$ cat config.mk
export PLATFORM = sky130hd
export DESIGN_NAME = fetch_unit
export DESIGN_NICKNAME = d
export VERILOG_FILES = /design/src/rtl/fetch_unit.sv
export SDC_FILE = /design/constraint.sdc
export NUM_CORES = 1
export LEC_CHECK = 0
export ABC_AREA = 0
export CAP_MARGIN = 10
export CELL_PAD_IN_SITES_DETAIL_PLACEMENT = 2
export CELL_PAD_IN_SITES_GLOBAL_PLACEMENT = 2
export CORE_MARGIN = 2
export CORE_UTILIZATION = 28
export CTS_BUF_LIST = sky130_fd_sc_hd__clkbuf_2 sky130_fd_sc_hd__clkbuf_4 sky130_fd_sc_hd__clkbuf_8
export CTS_CLUSTER_SIZE = 25
export DETAILED_ROUTE_END_ITERATION = 8
export GPL_TIMING_DRIVEN = 0
export PLACE_DENSITY_LB_ADDON = 0.15
export SKIP_CTS_REPAIR_TIMING = 1
export SLEW_MARGIN = 20
export SYNTH_ARGS = -nofsm -noshare
export SYNTH_HDL_FRONTEND = slang
export SYNTH_SLANG_ARGS = --single-unit
export TNS_END_PERCENT = 100
$ cat constraint.sdc
create_clock -name clk -period 2.5 [get_ports clk]
set_clock_uncertainty 0.15 [all_clocks]
set_input_delay 0.5 -clock clk [delete_from_list [all_inputs] [get_ports clk]]
set_output_delay 0.5 -clock clk [all_outputs]
set_load 0.05 [all_outputs]
$ cat src/rtl/fetch_unit.sv
// Instruction fetch unit: holds the PC and IR, and issues timed-out single-beat reads to instruction memory.
// The IR is decoded combinationally into its instruction fields.
module fetch_unit #(
   parameter int AW      = 16,
   parameter int TIMEOUT = 15
) (
   input  logic          clk,
   input  logic          rst_f,
   input  logic          ir_load,
   input  logic          pc_write,
   input  logic          pc_sel,
   input  logic          br_sel,
   output logic          imem_req,
   output logic [AW-1:0] imem_addr,
   input  logic [31:0]   imem_rdata,
   input  logic          imem_ack,
   output logic [3:0]    opcode,
   output logic [3:0]    mm,
   output logic [3:0]    rd,
   output logic [3:0]    rs,
   output logic [3:0]    rt,
   output logic [15:0]   imm,
   output logic [AW-1:0] pc_out,
   output logic          ir_valid,
   output logic          fetch_busy,
   output logic          fetch_err
);

   localparam int CW = $clog2(TIMEOUT + 1);

   typedef enum logic [1:0] {S_IDLE, S_REQ, S_DONE} state_e;

   state_e        state_q, state_d;
   logic [AW-1:0] pc_q, pc_d;
   logic [AW-1:0] addr_q, addr_d;
   logic [31:0]   ir_q, ir_d;
   logic [CW-1:0] cnt_q, cnt_d;
   logic          valid_q, valid_d;
   logic          err_q, err_d;

   logic [AW+15:0] imm_sext, imm_zext;

   assign imm_sext = {{AW{ir_q[15]}}, ir_q[15:0]};
   assign imm_zext = {{AW{1'b0}}, ir_q[15:0]};

   // NOTE: state updates use non-blocking assignments so every register samples pre-edge values.
   always_ff @(posedge clk or negedge rst_f) begin
      if (!rst_f) begin
         state_q <= S_IDLE;
         pc_q    <= '0;
         addr_q  <= '0;
         ir_q    <= '0;
         cnt_q   <= '0;
         valid_q <= 1'b0;
         err_q   <= 1'b0;
      end else begin
         state_q <= state_d;
         pc_q    <= pc_d;
         addr_q  <= addr_d;
         ir_q    <= ir_d;
         cnt_q   <= cnt_d;
         valid_q <= valid_d;
         err_q   <= err_d;
      end
   end

   always_comb begin
      // NOTE: every next-state signal gets a hold default first so no latch can be inferred.
      state_d = state_q;
      pc_d    = pc_q;
      addr_d  = addr_q;
      ir_d    = ir_q;
      cnt_d   = cnt_q;
      valid_d = valid_q;
      err_d   = err_q;

      if (pc_write) begin
         if (!pc_sel)     pc_d = pc_q + AW'(1);
         else if (!br_sel) pc_d = pc_q + imm_sext[AW-1:0];
         else             pc_d = imm_zext[AW-1:0];
      end

      unique case (state_q)
         S_IDLE: begin
            if (ir_load) begin
               state_d = S_REQ;
               addr_d  = pc_q;   // pre-update PC, even if pc_write is also set
               valid_d = 1'b0;
               cnt_d   = '0;
            end
         end
         S_REQ: begin
            if (imem_ack) begin
               state_d = S_DONE;
               ir_d    = imem_rdata;
               valid_d = 1'b1;
            end else if (cnt_q == CW'(TIMEOUT - 1)) begin
               state_d = S_DONE;
               ir_d    = '0;
               valid_d = 1'b1;
               err_d   = 1'b1;
            end else begin
               cnt_d = cnt_q + CW'(1);
            end
         end
         S_DONE:  state_d = S_IDLE;
         default: state_d = S_IDLE;
      endcase
   end

   assign imem_req   = (state_q == S_REQ);
   assign fetch_busy = (state_q == S_REQ);
   assign imem_addr  = addr_q;
   assign pc_out     = pc_q;
   assign ir_valid   = valid_q;
   assign fetch_err  = err_q;

   assign opcode = ir_q[31:28];
   assign mm     = ir_q[27:24];
   assign rd     = ir_q[23:20];
   assign rs     = ir_q[19:16];
   assign rt     = ir_q[15:12];
   assign imm    = ir_q[15:0];

endmodule

======== After elaboration in Yosys (flattened, before gate mapping) ========
Cells that the tools add are included.
word-level totals
  input bits .............................. 39
  register bits after elaboration ......... 72
  logic and storage cells ................. 42
cells by class
  eq/ne operators ......................... 6
  reduce and logical (&&, ||, !) cells .... 9
  add/subtract/negate cells ............... 3
  bitwise gates (word level) .............. 1
  multiplexer cells ....................... 16
operator list
  cell                                                                      number
  32-bit two-way mux                                                        2
  16-bit two-way mux                                                        2
  16-bit by 1-bit adder with 16-bit output (second input constant)          1
  16-bit adder                                                              1
  4-bit two-way mux                                                         3
  4-bit one-hot mux with 2 select lines                                     1
  2-bit two-way mux                                                         3
  2-bit inequality test (second input constant)                             3
  2-bit AND reduction                                                       3
  3-bit AND reduction                                                       2
  4-bit by 1-bit adder with 4-bit output (second input constant)            1
  4-bit == test (second input constant)                                     1
  2-bit one-hot mux with 2 select lines                                     1
  4-bit AND reduction                                                       1
  2-bit nonzero test                                                        2
  1-bit two-way mux                                                         3
  3-bit by 2-bit inequality test with 1-bit output (second input constant)  1
  2-bit by 1-bit == test with 1-bit output (second input constant)          1
  2-bit zero test                                                           1
  1-bit one-hot mux with 2 select lines                                     1
  1-bit NOT                                                                 1

======== Longest topological paths before layout ========
  depth after elaboration ................. 4
  gate-level depth with buffers ........... 8
  gate-level depth less buffers ........... 8

======== Least setup slack after synthesis ========
Ideal clock, no wire load.
  path kind ............................... flip-flop to flip-flop
  start ................................... register pc_q[0], in the netlist pc_out[0]
  end ..................................... register pc_q[14], in the netlist pc_out[14]
  arrival ................................. 2,379 ps
  path buffers ............................ 0
  data required time ...................... 2,228 ps
  stages on the path, launching flop included .. 9
  slack ................................... -151 ps
  clock period less this slack ............ 2,651 ps
  cell sequence ........................... dfrtp_1 > ha_1 > fa_1 > a21oi_1 > o21ai_1 > a311oi_1 > o21a_1 > o21ai_1 > a32o_1
between the ends
  cells in the longest elaborated chain, start to end .. 3
  elaborated cells between the ends (all ways) .. 4
ends and longest elaborated chain
  item                    RTL line  text
  start, declared         34        logic [AW-1:0] pc_q, pc_d;
  start signal, assigned  58        pc_q <= pc_d;
  16-bit adder            79        else if (!br_sel) pc_d = pc_q + imm_sext[AW-1:0];
  16-bit two-way mux      79
  16-bit two-way mux (*)  78        if (!pc_sel) pc_d = pc_q + AW'(1);
Every way passes the cells marked *; elsewhere a longest branch is shown, timed or not.
A chain may end at the register's enable or synchronous reset.

======== Worst setup path after layout ========
  start ................................... register pc_q[8], in the netlist pc_out[8]
  end ..................................... register pc_q[13], in the netlist pc_out[13]
Same word-level chain as after synthesis.

==> impl_results.rst <==
.. list-table::
   :header-rows: 1

   * - Metric
     - Value
   * - Share of total power in combinational logic
     - 0.602
   * - Part of the power in registers
     - 0.265
   * - Final net count
     - 569
   * - Initial drt markers
     - 132
   * - Achievable clock frequency
     - 405 MHz
   * - Cell at the root of the clock tree
     - clkbuf_8
   * - Period utilisation layout
     - 0.988
   * - Number of distinct library cells after synthesis
     - 60
   * - Commonest non-fill, non-tap cell in the layout
     - clkdlybuf4s50_1
   * - Worst slew margin
     - 0.572
   * - HPWL after detailed placement
     - 11000 um
   * - Number of I/O port buffers
     - 108
   * - Internal power consumption
     - 0.00406 W
   * - PnR Total Power
     - 0.00833 W
   * - Grt total ovfl
     - 0
   * - Leakage power
     - 2.47 nW
   * - Crit-path max FO
     - 6
   * - Vias in the first global route
     - 4114
   * - Area of the mapped netlist
     - 0.00404 sq mm
   * - Via-per-instance ratio
     - 5.38
   * - Final slew viol count
     - 0
   * - Maximum root-to-sink buffer count
     - 2
   * - Effective utilization at floorplan
     - 0.289
   * - Setup crit end kind
     - flip-flop
   * - Sum of negative setup slack
     - 0 ns
   * - H-tree depth
     - 3
   * - Residual DRC
     - 0
   * - Routed wire length per instance
     - 20.8 um
   * - Die width
     - 124 um
   * - Max-cap violations
     - 0
   * - Number of flops mapped to enable cells by yosys
     - 0
   * - Post-CTS clock slew at the launch and capture registers of the worst setup and hold paths
     - 0.08 ns
   * - Layout cells sized above 1
     - 0.120
   * - Cell-by-cell trace of the critical path
     - ha_1 > and3_1 > and4_1 > a32oi_4 > a32oi_1 > xnor2_1 > o22ai_1
   * - Final number of setup-violating endpoints
     - 0
   * - Result of the run
     - complete, but fails checks
   * - Row count
     - 43
   * - P_sw
     - 0.00426 W
   * - I/O pin count
     - 111
   * - Latest clock arrival within the worst-skew pair
     - 0.37 ns
   * - Worst hold-check path type
     - in -> async
   * - Pin count of the biggest net entering global routing
     - 45
   * - Total Routing Usage GR
     - 0.198
   * - Crit path arrival time
     - 2.56 ns
   * - Worst Path Class, Setup
     - reg -> reg
   * - CP peak stage delay
     - 0.49 ns
   * - Unrepaired setup endpoints after global routing
     - yes
   * - Height of the die
     - 124 um
   * - TritonCTS Buffers
     - 9
   * - Share of synthesized area occupied by flip-flops and latches
     - 0.446
   * - Diodes inserted
     - 0
   * - Yosys warnings
     - 0
   * - Violations in the final reports
     - hold timing
   * - Switching power share of the total
     - 0.512
   * - Number of nets with antenna violations after detailed routing
     - 0
   * - Minimum clock period after layout
     - 2.47 ns
   * - Number of register bits inferred by synthesis
     - 72
   * - DIE AREA
     - 0.0154 sq mm
   * - Most used flip-flop cell after synthesis
     - dfrtp_1
   * - Final weighted congestion in routability-driven placement
     - 0.852
   * - Crit path max-delay cell type
     - dfrtp_1
   * - Antenna violations before repair
     - 0
   * - Mean cell area of the mapped netlist
     - 10.3 sq um
   * - Peak supply drop
     - 0.614 mV
   * - Critical path launch point type
     - flip-flop
   * - Core Area
     - 0.0140 sq mm
   * - Worst hold slack after final layout
     - -0.00551 ns
   * - Async set-or-reset flop fraction in the synthesized netlist
     - 1.00
   * - Instance count of the mapped netlist
     - 391
   * - Clk sinks
     - 72
   * - Endpoint required time on the critical path
     - 2.59 ns
   * - Area growth from synthesis to final layout
     - 40.8%
   * - Highest-count cells in the layout ignoring fill and taps
     - clkdlybuf4s50_1 (97), dfrtp_1 (68), a22o_1 (33), nor2_1 (25), a21oi_1 (24)
   * - Clock tree from TritonCTS
     - done
   * - Wire length of the first global-routing pass
     - 22900 um
   * - Ratio of total power to cell area
     - 1470 mW/mm^2
   * - Number of detailed-routing iterations run before antenna repair
     - 4
   * - Wirelength, routed
     - 14500 um
   * - Clock network fraction of total power
     - 0.133
   * - Net Count, Synth
     - 449
   * - Final number of hold-violating endpoints
     - 2
   * - Measured slew at the worst slew-check pin
     - 0.642 ns
   * - Vias
     - 3742
layout make-up:
cell class                 count  area, sq um
buffer                        25          115
clock buffer                  10          138
clock inverter                 6         91.3
fill                        1553         8310
inverter                       9         33.8
multi-input combinational    285         2150
sequential                    72         1810
tap                          180          225
timing repair buffer         109         1120
cells in the mapped netlist (5+ instances only):
| master | n | area [sq um] |
|---|---|---|
| xnor2_1 | 8 | 70.1 |
| nand3_1 | 15 | 75.1 |
| a22o_1 | 33 | 289 |
| o21ai_0 | 17 | 85.1 |
| a31oi_1 | 6 | 37.5 |
| o21ai_1 | 7 | 35.0 |
| buf_4 | 5 | 37.5 |
| mux2i_1 | 7 | 70.1 |
| ha_1 | 18 | 225 |
| nand2_1 | 19 | 71.3 |
| a21oi_1 | 25 | 125 |
| mux2_2 | 12 | 135 |
| nand2b_1 | 6 | 37.5 |
| o21a_1 | 7 | 52.6 |
| o21bai_1 | 6 | 45.0 |
| dfrtp_1 | 72 | 1800 |
| mux2_1 | 6 | 67.6 |
| and3_1 | 6 | 37.5 |
| clkbuf_1 | 19 | 71.3 |
| nor2_1 | 25 | 93.8 |
| inv_1 | 8 | 30.0 |
logic make-up (layout without fill, tap and decap cells):
group | count (synthesis) | count (layout) | share of synthesized area
AND/OR/NAND/NOR | 95 | 95 | 0.125
buffers and inverters | 34 | 159 | 0.0366
multiplexers | 26 | 26 | 0.0713
flip-flops | 72 | 72 | 0.446
adder cells (fa/ha/maj) | 19 | 19 | 0.0608
XOR/XNOR | 12 | 12 | 0.0260
AO/OA/AOI/OAI | 133 | 133 | 0.234
metrics by stage:
step	std cells	instance area [sq um]	util	worst slack [ns]
after floorplan	391	4040	-	0.00600
after global routing	696	5680	0.406	-0.132
after CTS	696	5600	0.400	-0.217
after detailed placement	680	5370	0.384	-0.186
final	696	5680	0.406	0.0301
after global placement	679	5350	0.382	-2.29
layer usage:
layer	part of all wire	up-vias	track usage
met5	0	-	0
met4	0.015	0	0.0632
met3	0.041	15	0.0325
met2	0.50	83	0.334
met1	0.45	1933	0.260
li1	-	1711	-
final timing paths:
kind / startpoint / end / slack (ns) / depth (start not counted)
max in group asynchronous: rst_f / ir_q[0] / 1.60 / 2
min in group clk: imem_addr[12] / imem_addr[12] / 0.35 / 1
min reg2reg: imem_addr[12] / imem_addr[12] / 0.35 / 1
min: rst_f / pc_out[12] / -0.006 / 1
max reg2reg: pc_out[8] / pc_out[13] / 0.03 / 7
max: pc_out[8] / pc_out[13] / 0.03 / 7
power groups by stage:
stage | registers (W) | clock network [W] | logic (W)
after floorplan | 0.00348 | 0 | 0.00190
after global placement | 0.00222 | 0 | 0.00479
after detailed placement | 0.00223 | 0 | 0.00490
after CTS | 0.00222 | 0.00113 | 0.00493
after global routing | 0.00229 | 0.00118 | 0.00539
final | 0.00221 | 0.00111 | 0.00502
sequential cells by signal, indices dropped and copies added, names as in the netlist:
| signal | flops |
|---|---|
| cnt_q | 4 |
| fetch_err | 1 |
| imem_addr | 16 |
| ir_q | 32 |
| ir_valid | 1 |
| pc_out | 16 |
| state_q | 2 |
critical path, delay by kind of cell (launching register included):
kind                       cells  cell delay, ns
xor gates and xnor gates       1            0.30
adders and majority gates      1            0.40
and+or+nand+nor                2            0.45
DFF                            1            0.49
AOI/OAI and AO/OA              3            0.55
Note: power is estimated with default switching activity, not from simulation.
==> edit: new RTL, same flow settings <==
`ir_q` no longer has a reset.
--- a/src/rtl/fetch_unit.sv
+++ b/src/rtl/fetch_unit.sv
@@ -50,5 +50,4 @@
          pc_q    <= '0;
          addr_q  <= '0;
-         ir_q    <= '0;
          cnt_q   <= '0;
          valid_q <= 1'b0;
@@ -58,9 +57,12 @@
          pc_q    <= pc_d;
          addr_q  <= addr_d;
-         ir_q    <= ir_d;
          cnt_q   <= cnt_d;
          valid_q <= valid_d;
          err_q   <= err_d;
       end
+   end
+
+   always_ff @(posedge clk) begin
+      ir_q <= ir_d;
    end
 
Behaviour: differs if rst_f is asserted again (counterexample within 4 cycles, from zero or initial values and one cycle with rst_f low); with rst_f held inactive, the same outputs for 4 cycles.
==> edit against the unedited design <==
Sequential share of layout area increased by 2.4 points; area after synthesis increased by 1.1%; sequential cell count did not move; worst setup slack better by 0.027 ns; final area grew 1.3%; wire length decreased by 9.6%; core utilization down 0.58 points; largest cell class unchanged; total power is 29% lower.
==> edit: results (changes against the unedited design) <==
wire per inst=18.30 um (-12%); final cell count without fillers=716 (+2.9%); Placer Congestion=0.8174 (-4.0%); root buffer cell=clkbuf_8; Pre-antenna DRT Iters=4 (unchanged); hpwl dp=10220 um (-6.9%); Commonest cells post-synth=dfrtp_1, nand2_1, and2_1; vias in the first global route=3827 (-7.0%); H-tree levels=3 (unchanged); initial antenna violation count=0 (unchanged); Synth warnings=0 (unchanged); worst hold start=imem_addr[3]; final instance area=0.005753 mm2 (+1.3%); number of library cell types mapped by synthesis=56 (-6.7%); Reg power frac=32.2% (+5.7 points); compound-gate portion of the synthesized area=15.92% (-7.5 points); Comb power=3160 uW (-37%); multiplexer share of the synthesized area=5.982% (-1.1 points); ys async rst share=55.56% (-44 points); clock buffer depth=2 (unchanged); CTS Buf Count=9 (unchanged); net switching power=2795 uW (-34%); Post-synth top flop=dfrtp_1; CP arrival=1.79 ns (-0.77 ns); Biggest register=ir_q; start point of the critical path=pc_out[13]; diode count=0 (unchanged); status=finished, final reports clean; Slew Limit Headroom=59.69% (+2.5 points); clock-pin slew on the worst setup and hold paths=0.09 ns; first-pass GRT wire length=20600 um (-10%); Hold WC Path Type=reg2reg; Synth area leaders=dfrtp_1, edfxtp_1, ha_1; filler cell count=1531 (-1.4%); DP Area=0.005466 mm2 (+1.9%); fin nets=585 (+2.8%); Largest register FFs=32 (unchanged); Max FO, Critical Path=8 (+2); Clk Latency, worst-skew pair=0.37 ns (about the same); Synth Area in XOR/XNOR=2.362% (-0.24 points); Synth Area in Adders=6.012% (-0.063 points); Pleak=0.002239 uW (-9.4%); post-synthesis sequential area ratio=48.10% (+3.5 points); VDD IR-drop max=0.3414 mV (-44%); Avg Cell Area, Syn=10.22 um2 (-0.97%); worst r2r src=pc_out[0]; Via density=5.059 (-5.9%); Slowest-stage cell, CP=clkdlybuf4s50_1; placed insts=694 (+2.1%); CP max stage delay=0.88 ns (+0.39 ns); Port-buffer cells=109 (+0.93%); share of layout cells above drive strength 1=13.53% (+1.5 points); syn_nets=457 (+1.8%); EDFF count, synth=32 (+32); largest net degree at the start of global routing=28 (-38%); Total GRT Usage=16.74% (-3.1 points); delay-heaviest family, CP=buffers and inverters; initial DRC count=92 (-30%)
==> edit: area by class of cell <==
| cell class | count | area share [%] |
|---|---|---|
| Timing Repair Buffer | 117 | 20.57 |
| Clock inverter | 4 | 0.3697 |
| Clock buffer | 12 | 2.653 |
| Buffer | 19 | 1.588 |
| Multi-Input combinational cell | 298 | 35.95 |
| Inverter | 10 | 0.6525 |
| Sequential cell | 72 | 34.21 |
| Tap cell | 184 | 4.002 |
==> edit: cells by family (layout without fill, tap and decap cells) <==
family	Yosys count	after routing
AND/OR/NAND/NOR	143	143
adder cells (fa/ha/maj)	19	19
multiplexers	22	22
XOR/XNOR	11	11
buffers and inverters	29	162
flip-flops	72	72
AO/OA/AOI/OAI	103	103
==> edit: worst paths after layout <==
path | to | slack (ns) | depth (start not counted)
worst min-delay path | imem_addr[3] | 0.36 | 1
worst min register to register | imem_addr[3] | 0.36 | 1
worst max register to register | pc_out[10] | 0.06 | 8
min in group asynchronous | imem_addr[15] | 0.49 | 2
max in group asynchronous | pc_out[1] | 1.19 | 3
worst max-delay path | pc_out[13] | 0.06 | 1
==> edit: through the flow <==
step	hold slack [ns]	setup TNS [ns]	total power [uW]	setup WS (ns)
floorplan	0.05441	-0.02111	3929	-0.02111
global placement	0.3323	-46.07	4923	-0.6650
detailed placement	0.3485	-7.788	5026	-0.6287
CTS	-0.04659	-2.698	5914	-0.3046
global route	0.3759	-0.1153	6310	-0.06240
finish	0.3603	0	5943	0.05665
==> edit: layer usage <==
metal / global-route usage, % / share of wire (%) / up-vias
met5: 0 / 0 / -
met3: 4.210 / 5.4 / 16
li1: - / - / 1708
met1: 21.05 / 43 / 1819
met4: 6.940 / 1.9 / 0
met2: 27.42 / 49 / 79
